<file path="src/rtl/calc_sched_pkg.sv">
// Shared constants and types for the calculator port scheduler.
// Response codes, field widths and the arbitration FSM state encoding.
package calc_sched_pkg;

    localparam int CMD_W = 4;
    localparam int TAG_W = 2;

    localparam logic [1:0] RESP_NONE = 2'b00;
    localparam logic [1:0] RESP_OK   = 2'b01;
    localparam logic [1:0] RESP_ERR  = 2'b10;

    typedef enum logic [1:0] {
        IDLE   = 2'd0,
        ARB    = 2'd1,
        ISSUE  = 2'd2,
        REJECT = 2'd3
    } sched_state_e;

endpackage

</file>
<file path="src/rtl/calc_rr_picker.sv">
// Combinational round-robin picker: first set bit of req at or after ptr.
// Returns a one-hot grant (all zero when nothing is requested) and its index.
module calc_rr_picker #(
    parameter int N  = 4,
    parameter int PW = $clog2(N)
) (
    input  logic [N-1:0]  req,
    input  logic [PW-1:0] ptr,
    output logic [N-1:0]  gnt,
    output logic [PW-1:0] idx
);

    logic [N-1:0]  rot;
    logic [PW-1:0] off;

    // rot[i] is the request i positions after the pointer; N is a power of two so the add wraps.
    for (genvar gi = 0; gi < N; gi++) begin : g_rot
        assign rot[gi] = req[ptr + PW'(gi)];
    end

    always_comb begin
        off = '0;
        for (int i = N - 1; i >= 0; i--) begin
            if (rot[i]) begin
                off = PW'(i);
            end
        end
    end

    assign idx = ptr + off;

    always_comb begin
        gnt = '0;
        if (|rot) begin
            gnt[idx] = 1'b1;
        end
    end

endmodule

</file>
<file path="src/rtl/calc_port_scheduler.sv">
// Shares one calculator ALU between NPORTS requester ports with round-robin grants and
// per-{port,tag} outstanding tracking. Define CALC_SCHED_STATS_EN to add per-port grant counters.
module calc_port_scheduler
    import calc_sched_pkg::*;
#(
    parameter int NPORTS = 4,
    parameter int PW     = $clog2(NPORTS),
    parameter int DW     = 32
) (
    input  logic                     clk,
    input  logic                     reset,
    input  logic [NPORTS-1:0]        req_valid,
    output logic [NPORTS-1:0]        req_ready,
    input  logic [NPORTS*CMD_W-1:0]  req_cmd,
    input  logic [NPORTS*TAG_W-1:0]  req_tag,
    input  logic [NPORTS*DW-1:0]     req_data1,
    input  logic [NPORTS*DW-1:0]     req_data2,
    output logic                     alu_valid,
    input  logic                     alu_ready,
    output logic [CMD_W-1:0]         alu_cmd,
    output logic [PW+1:0]            alu_tag,
    output logic [DW-1:0]            alu_data1,
    output logic [DW-1:0]            alu_data2,
    input  logic                     alu_resp_valid,
    input  logic [1:0]               alu_resp,
    input  logic [PW+1:0]            alu_resp_tag,
    input  logic [DW-1:0]            alu_resp_data,
    output logic [NPORTS*2-1:0]      out_resp,
    output logic [NPORTS*TAG_W-1:0]  out_tag,
    output logic [NPORTS*DW-1:0]     out_data,
    output logic                     err_spurious
`ifdef CALC_SCHED_STATS_EN
    ,
    output logic [NPORTS*16-1:0]     grant_count
`endif
);

    localparam int SBW = NPORTS * 4;

    sched_state_e                        state_q, state_d;
    logic [NPORTS-1:0]                   full_q, full_d;
    logic [NPORTS-1:0][CMD_W-1:0]        cmd_q, cmd_d;
    logic [NPORTS-1:0][TAG_W-1:0]        tag_q, tag_d;
    logic [NPORTS-1:0][DW-1:0]           d1_q, d1_d, d2_q, d2_d;
    logic [SBW-1:0]                      sb_q, sb_d;
    logic [PW-1:0]                       rr_q, rr_d, gnt_q, gnt_d;
    logic                                alu_valid_q, alu_valid_d;
    logic [CMD_W-1:0]                    alu_cmd_q, alu_cmd_d;
    logic [PW+1:0]                       alu_tag_q, alu_tag_d;
    logic [DW-1:0]                       alu_data1_q, alu_data1_d, alu_data2_q, alu_data2_d;
    logic [NPORTS-1:0][1:0]              out_resp_q, out_resp_d;
    logic [NPORTS-1:0][TAG_W-1:0]        out_tag_q, out_tag_d;
    logic [NPORTS-1:0][DW-1:0]           out_data_q, out_data_d;
    logic                                err_q, err_d;

    logic [NPORTS-1:0] pick_gnt;
    logic [PW-1:0]     pick_idx;
    logic [PW+1:0]     arb_key;
    logic [PW-1:0]     resp_port;
    logic              resp_hit;
    logic              accept;
    logic              collide;

    calc_rr_picker #(.N(NPORTS), .PW(PW)) u_picker (
        .req (full_q),
        .ptr (rr_q),
        .gnt (pick_gnt),
        .idx (pick_idx)
    );

    assign arb_key   = {pick_idx, tag_q[pick_idx]};
    assign resp_port = alu_resp_tag[PW+1:2];
    assign resp_hit  = alu_resp_valid && sb_q[alu_resp_tag];
    assign accept    = (state_q == ISSUE) && alu_ready;
    assign collide   = resp_hit && (resp_port == gnt_q);

    always_comb begin
        state_d     = state_q;
        full_d      = full_q;
        cmd_d       = cmd_q;
        tag_d       = tag_q;
        d1_d        = d1_q;
        d2_d        = d2_q;
        sb_d        = sb_q;
        rr_d        = rr_q;
        gnt_d       = gnt_q;
        alu_valid_d = alu_valid_q;
        alu_cmd_d   = alu_cmd_q;
        alu_tag_d   = alu_tag_q;
        alu_data1_d = alu_data1_q;
        alu_data2_d = alu_data2_q;
        out_resp_d  = '0;
        out_tag_d   = '0;
        out_data_d  = '0;
        err_d       = err_q;

        for (int p = 0; p < NPORTS; p++) begin
            if (req_valid[p] && !full_q[p]) begin
                full_d[p] = 1'b1;
                cmd_d[p]  = req_cmd[p*CMD_W +: CMD_W];
                tag_d[p]  = req_tag[p*TAG_W +: TAG_W];
                d1_d[p]   = req_data1[p*DW +: DW];
                d2_d[p]   = req_data2[p*DW +: DW];
            end
        end

        if (resp_hit) begin
            sb_d[alu_resp_tag]    = 1'b0;
            out_resp_d[resp_port] = alu_resp;
            out_tag_d[resp_port]  = alu_resp_tag[1:0];
            out_data_d[resp_port] = alu_resp_data;
        end else if (alu_resp_valid) begin
            err_d = 1'b1;
        end

        case (state_q)
            IDLE: begin
                if (|full_d) begin
                    state_d = ARB;
                end
            end
            ARB: begin
                if (|pick_gnt) begin
                    gnt_d = pick_idx;
                    // A response retiring this exact {port,tag} this cycle counts as already free.
                    if (sb_q[arb_key] && !(resp_hit && alu_resp_tag == arb_key)) begin
                        state_d = REJECT;
                    end else begin
                        state_d     = ISSUE;
                        alu_valid_d = 1'b1;
                        alu_cmd_d   = cmd_q[pick_idx];
                        alu_tag_d   = arb_key;
                        alu_data1_d = d1_q[pick_idx];
                        alu_data2_d = d2_q[pick_idx];
                    end
                end else begin
                    state_d = IDLE;
                end
            end
            ISSUE: begin
                if (alu_ready) begin
                    alu_valid_d     = 1'b0;
                    sb_d[alu_tag_q] = 1'b1;
                    full_d[gnt_q]   = 1'b0;
                    rr_d            = gnt_q + PW'(1);
                    state_d         = (|full_d) ? ARB : IDLE;
                end
            end
            REJECT: begin
                // A response to the same port owns the outputs; the reject waits a cycle.
                if (!collide) begin
                    out_resp_d[gnt_q] = RESP_ERR;
                    out_tag_d[gnt_q]  = tag_q[gnt_q];
                    out_data_d[gnt_q] = '0;
                    full_d[gnt_q]     = 1'b0;
                    rr_d              = gnt_q + PW'(1);
                    state_d           = (|full_d) ? ARB : IDLE;
                end
            end
            default: state_d = IDLE;
        endcase
    end

    always_ff @(posedge clk or posedge reset) begin
        if (reset) begin
            state_q     <= IDLE;
            full_q      <= '0;
            cmd_q       <= '0;
            tag_q       <= '0;
            d1_q        <= '0;
            d2_q        <= '0;
            sb_q        <= '0;
            rr_q        <= '0;
            gnt_q       <= '0;
            alu_valid_q <= 1'b0;
            alu_cmd_q   <= '0;
            alu_tag_q   <= '0;
            alu_data1_q <= '0;
            alu_data2_q <= '0;
            out_resp_q  <= '0;
            out_tag_q   <= '0;
            out_data_q  <= '0;
            err_q       <= 1'b0;
        end else begin
            state_q     <= state_d;
            full_q      <= full_d;
            cmd_q       <= cmd_d;
            tag_q       <= tag_d;
            d1_q        <= d1_d;
            d2_q        <= d2_d;
            sb_q        <= sb_d;
            rr_q        <= rr_d;
            gnt_q       <= gnt_d;
            alu_valid_q <= alu_valid_d;
            alu_cmd_q   <= alu_cmd_d;
            alu_tag_q   <= alu_tag_d;
            alu_data1_q <= alu_data1_d;
            alu_data2_q <= alu_data2_d;
            out_resp_q  <= out_resp_d;
            out_tag_q   <= out_tag_d;
            out_data_q  <= out_data_d;
            err_q       <= err_d;
        end
    end

    assign alu_valid    = alu_valid_q;
    assign alu_cmd      = alu_cmd_q;
    assign alu_tag      = alu_tag_q;
    assign alu_data1    = alu_data1_q;
    assign alu_data2    = alu_data2_q;
    assign err_spurious = err_q;

    for (genvar gi = 0; gi < NPORTS; gi++) begin : g_port
        assign req_ready[gi]              = ~full_q[gi];
        assign out_resp[gi*2 +: 2]        = out_resp_q[gi];
        assign out_tag[gi*TAG_W +: TAG_W] = out_tag_q[gi];
        assign out_data[gi*DW +: DW]      = out_data_q[gi];
    end

`ifdef CALC_SCHED_STATS_EN
    logic [NPORTS-1:0][15:0] gcnt_q, gcnt_d;

    always_comb begin
        gcnt_d = gcnt_q;
        if (accept && gcnt_q[gnt_q] != 16'hFFFF) begin
            gcnt_d[gnt_q] = gcnt_q[gnt_q] + 16'd1;
        end
    end

    always_ff @(posedge clk or posedge reset) begin
        if (reset) begin
            gcnt_q <= '0;
        end else begin
            gcnt_q <= gcnt_d;
        end
    end

    for (genvar gi = 0; gi < NPORTS; gi++) begin : g_stats
        assign grant_count[gi*16 +: 16] = gcnt_q[gi];
    end
`endif

endmodule

</file>
<file path="config.mk">
export PLATFORM = sky130hd
export DESIGN_NAME = calc_port_scheduler
export DESIGN_NICKNAME = d
export VERILOG_FILES = /design/src/rtl/calc_sched_pkg.sv /design/src/rtl/calc_rr_picker.sv /design/src/rtl/calc_port_scheduler.sv
export SDC_FILE = /design/constraint.sdc
export NUM_CORES = 1
export LEC_CHECK = 0
export BUFFER_PORTS_ARGS = -buffer_cell sky130_fd_sc_hd__buf_2
export CORE_AREA = 2 2 210 212
export DETAILED_ROUTE_END_ITERATION = 8
export DIE_AREA = 0 0 212 214
export GPL_ROUTABILITY_DRIVEN = 0
export PLACE_DENSITY = 0.78
export SLEW_MARGIN = 20
export SYNTH_ARGS = -nofsm -noshare
export SYNTH_HDL_FRONTEND = slang
export SYNTH_HIERARCHICAL = 1
export SYNTH_SLANG_ARGS = --single-unit
</file>
<file path="constraint.sdc">
create_clock -name clk -period 23.9 [get_ports clk]
set_clock_uncertainty 0.15 [all_clocks]
set_input_delay 5.975 -clock clk [delete_from_list [all_inputs] [get_ports clk]]
set_output_delay 5.975 -clock clk [all_outputs]
set_load 0.02 [all_outputs]
</file>
* Yosys cells after proc, flatten, opt, wreduce, memory -nomap -nowiden
Index checks and enable logic that the tools add are counted.
** Cells by class
- Add/sub/neg operators :: 5
- Reductions and logical operators :: 31
- Order comparisons :: 15
- Bitwise logic cells :: 19
- Equal/unequal tests :: 10
- Muxes and demuxes :: 77
** Operators by type and width (count)
- 128-bit 2-to-1 mux :: 3
- 128-bit AND :: 2
- 32-bit binary-select mux with 2-bit select :: 2
- 32-bit demux with 2-bit select :: 2
- 32-bit 2-to-1 mux :: 4
- 128-bit inverter :: 1
- 16-bit 2-to-1 mux :: 3
- 8-bit 2-to-1 mux :: 6
- 2-bit 2-to-1 mux :: 14
- 2-bit by 3-bit less-than comparator with 1-bit output (second input constant) :: 7
- 1-bit 2-to-1 mux :: 19
- 16-bit AND :: 1
- 8-bit AND :: 2
- 4-bit 2-to-1 mux :: 4
- 16-bit inverter :: 1
- 16-bit OR :: 1
- 4-bit OR reduction :: 4
- 4-bit by 5-bit less-than comparator with 1-bit output (second input constant) :: 3
- 1-bit logical AND :: 13
- 2-bit != test (second input constant) :: 5
- 3-bit AND reduction :: 3
- 4-bit AND :: 2
- 1-bit binary-select mux with 2-bit select :: 4
- 1-bit binary-select mux with 4-bit select :: 2
- 27 further kinds :: 49
** Word-level totals
- Input bits :: 326
- Logic and storage cells :: 196
- Register bits after elaboration :: 524
- Output and inout port bits :: 222

* Logic depth before layout (Yosys ltp)
- Word-level depth :: 17
- Depth in mapped cells :: 15

* Modules after synthesis
The synthesis kept the hierarchy.
** By module, submodules not included
- calc_port_scheduler :: cells each 1338, area an instance 21082.7 um2, sequential area each 13112.6 um2, times used 1
- calc_rr_picker :: cells each 36, area an instance 284.0 um2, sequential area each 0.0 um2, times used 1

* Least setup slack after synthesis
Ideal clock, no wire load.
- Path kind :: input -> register
- Start :: input alu_resp_tag[0]
- End :: register alu_data1_q[23], in the netlist alu_data1[23]
- Arrival time :: 8.113 ns
- Required time :: 23.625 ns
- Setup slack :: 15.513 ns
- Setup time :: 0.125 ns
- Stages on the path :: 8
- Cells stage by stage :: buf_4 -> mux4_2 -> mux4_2 -> nand2_1 -> o31ai_2 -> o21ai_4 -> buf_6 -> mux2_2
** Between the ends
- Word-level cells in the longest chain between the ends :: 8
- Elaborated cells on any way between the ends :: 9
- Those cells by class :: eq/ne (1); mux (2); bitwise (1); reduce/logical (5)
** RTL lines
- from (decl) :: line calc_port_scheduler.sv:26 : input logic [PW+1:0] alu_resp_tag,
- 1-bit binary-select mux with 4-bit select :: line calc_port_scheduler.sv:73 : assign resp_hit = alu_resp_valid && sb_q[alu_resp_tag];
- 1-bit 2-to-1 mux (not written as such) :: line calc_port_scheduler.sv:73
- 1-bit logical AND :: line calc_port_scheduler.sv:73
- 1-bit logical AND * :: line calc_port_scheduler.sv:126 : if (sb_q[arb_key] && !(resp_hit && alu_resp_tag == arb_key)) begin
- 1-bit zero test * :: line calc_port_scheduler.sv:126
- 1-bit logical AND * :: line calc_port_scheduler.sv:126
- 1-bit inverter (no source line) *
- 3-bit AND reduction (no source line) *
- to (signal assigned) :: line calc_port_scheduler.sv:197 : alu_data1_q <= alu_data1_d;
- to (decl) :: line calc_port_scheduler.sv:50 : logic [DW-1:0] alu_data1_q, alu_data1_d, alu_data2_q, alu_data2_d;
Mark *: on every way between the ends. The rest lies on a longest branch, timed or not. The select of a mux whose other input is x is not followed.
A chain may end at the register's enable or synchronous reset.

* Worst setup path after layout
- Start :: input alu_resp_tag[0]
- End :: register alu_data1_q[12], in the netlist alu_data1[12]
The elaborated chain is that of the path after synthesis.

==> metrics.md <==
| Metric | Value |
|---|---|
| Status | finished clean |
| Crit end category | register |
| # resized after CTS | 0 |
| Post-DP HPWL | 38600 um |
| Clk pin slew, worst setup/hold paths | 60 ps |
| VDD IR max | 0.124 mV |
| Leakage | 12.8 nW |
| Top-area cell type share of the netlist area | 0.614 |
| Synth area leader | dfrtp_1 |
| # IOs | 548 |
| Crit start category | input port |
| Critical Path RT | 24210 ps |
| CORE AREA | 42900 sq um |
| Synthesized net count | 1705 |
| Num CTS Buffers | 52 |
| Register bit total from synthesis | 524 |
| Hold Path Class | register to register |
| Vias post-DR | 13869 |
| CTS tree | yes |
| Slew @ Worst Pin | 1030 ps |
| Cells after synthesis | 1374 |
| Synthesized area per cell | 15.6 sq um |
| Highest metal used | met5 |
| DRC violations left | 0 |
| Clock Tree Buf Depth | 3 |
| Top cells by count, synth | dfrtp_1 (524), mux2_2 (347), and2_1 (136) |
| XOR/XNOR Fraction of Synth Area | 0.00369 |
| Chip Height | 214 um |
| Vias in the first global route | 15058 |
| Max Freq | 107 MHz |
| Die X | 212 um |
| Post-synthesis simple-gate area fraction | 0.0618 |
| Violation count after the first detailed-route iteration | 789 |
| Inst Count DP | 2448 |
| CTS Sinks | 524 |
| Most numerous cell in the Yosys netlist | dfrtp_1 |
| All-Layer GR Usage | 0.250 |
| Hold Vio Cnt, Final | 0 |
| Port bufs | 547 |
| Met3 Wirelength | 4910 um |
| Antenna viol nets, final | 0 |
| Post-synth EDFFs | 0 |
| Unrepaired setup endpoints after global routing | no |
| Area grow syn2layout | 24.2% |
| CTS root buf | clkbuf_16 |
| Postcts setup bufs | 0 |
| Main combinational cell family by area after synthesis | multiplexers |
| H-Tree Depth | 2 |
| Wire per inst | 21.8 um |
| Register area share after synthesis | 0.614 |
| First-pass GRT wire length | 86400 um |
| Largest net degree at the start of global routing | 99 |
| Mux contribution to synthesized area | 0.276 |
| Initial antenna violation count | 48 |
| Setup total negative slack | 0 ps |
| Shortest period the worst path allows | 9380 ps |
| # hold bufs at CTS | 0 |
| Row Count | 76 |
| Critical path class | input port to register |
| WP data arrival | 9680 ps |
| Yosys cell types | 55 |
| Pre-antenna DRT Iters | 5 |
| Crit path max fanout | 51 |
| Met2 WL | 28400 um |
| Yosys warns | 6 |
| Post-layout instance count excluding filler cells | 2580 |
| Starting Density | 0.498 |
| Period utilisation layout | 0.392 |
| Number of max-cap violations | 0 |
| Adder-cell share of the synthesized area | 0.00293 |
| DRT met1 WL | 20100 um |
| Global route overflow | 0 |
| Mapped cell area | 21400 sq um |
| Ratio of cells with drive above 1 in the final layout | 0.561 |
| Synth area leaders | dfrtp_1 (61%), mux2_2 (18%), mux4_2 (8.1%) |
| Pins Over Slew Limit | 0 |
| Vias/cell | 5.38 |
| Async set or reset register ratio after synthesis | 1.00 |
| Slew margin rel. | 0.309 |
| Fin nets | 2249 |
| Die Area | 45400 sq um |
| Drt total wl | 56300 um |
| # setup viols final | 0 |
| Ys flop type | dfrtp_1 |
| Clock latency on the worst-skew pair | 600 ps |
| Compound-Gate Fraction of Synth Area | 0.0233 |
| Fill cells | 3178 |
| P per Cell Area | 146 nW/um^2 |
## final timing paths
check,from,to,slack (ps),cells after the start
max in group asynchronous,reset,d1_q[60]$_DFFE_PP0P_,16030,4
worst max-delay path,alu_resp_tag[0],alu_data1[12]$_DFFE_PP0P_,14520,8
worst min-delay path,alu_valid$_DFFE_PP0P_,alu_valid$_DFFE_PP0P_,340,2
min in group asynchronous,reset,out_data[77]$_DFF_PP0_,5350,2
worst min register to register,alu_valid$_DFFE_PP0P_,alu_valid$_DFFE_PP0P_,340,2
worst max register to register,full_q[2]$_DFF_PP0_,alu_data1[12]$_DFFE_PP0P_,17680,12
## per-layer routing
metal / up-vias / GRT usage
li1: 6002 / -
met3: 152 / 0.0821
met5: - / 0
met2: 591 / 0.421
met1: 7098 / 0.281
met4: 26 / 0.135
## metrics by stage
stage / instance area [sq um] / utilization / worst slack, ps / total power, mW / hold WS [ps]
finish: 26500 / 0.619 / 14520 / 3.88 / 339
detailed placement: 24700 / 0.576 / 13970 / 3.09 / 326
floorplan: 21400 / - / 3130 / 2.67 / 325
global placement: 24700 / 0.576 / 14050 / 3.02 / 310
global route: 26500 / 0.618 / 14400 / 4.10 / 366
CTS: 26400 / 0.616 / 14590 / 3.91 / 340
## sequential cells by signal, summed over array words and instances, names as in the netlist, 8 cells and up
signal and cells:
d1_q 128, d2_q 128, out_data 128, alu_data1 32, alu_data2 32, cmd_q 16
sb_q 16, out_resp 8, out_tag 8, tag_q 8
## worst max-delay path, stage by stage
cell	delay, ps
buf_2	280
mux4_2	550
mux4_2	600
nand2_1	130
o31ai_2	120
o21ai_4	740
buf_4	780
mux2_2	420
## power by group
part / leakage, nW / internal (mW) / switching [mW]
clock: 0.826 / 0.465 / 0.348
sequential: 6.59 / 1.23 / 0.202
combinational: 5.42 / 0.879 / 0.757
total: 12.8 / 2.57 / 1.31
## layout by cell type (no fill, tap or decap), drive strengths merged, types with 9 or more instances in the layout
cell type,synthesis,layout
diode,0,38
nor2,17,17
mux2,358,358
buf,15,569
clkbuf,64,68
mux2i,12,12
o21ai,26,26
nand2,36,36
a21oi,11,11
dfrtp,524,524
clkinv,0,14
inv,10,11
and2,136,136
nor2b,9,9
mux4,77,77
## final cells by class
| class | instances | area [sq um] | share of cell area |
|---|---|---|---|
| Antenna cell | 38 | 95.1 | 0.00358 |
| Clock buffer | 68 | 1460 | 0.0552 |
| Clock inverter | 25 | 239 | 0.00901 |
| Inverter | 10 | 45.0 | 0.00170 |
| Multi-Input combinational cell | 761 | 7920 | 0.298 |
| Sequential cell | 524 | 13100 | 0.494 |
| Tap cell | 585 | 732 | 0.0276 |
| Timing Repair Buffer | 569 | 2930 | 0.110 |
## cells by family after synthesis
family,after synthesis
DFF,524
muxes,447
and+or+nand+nor,231
buffers and inverters,89
AOI/OAI and AO/OA,69
xor gates and xnor gates,9
adders and majority gates,5
(Power assumes the default switching activity.)
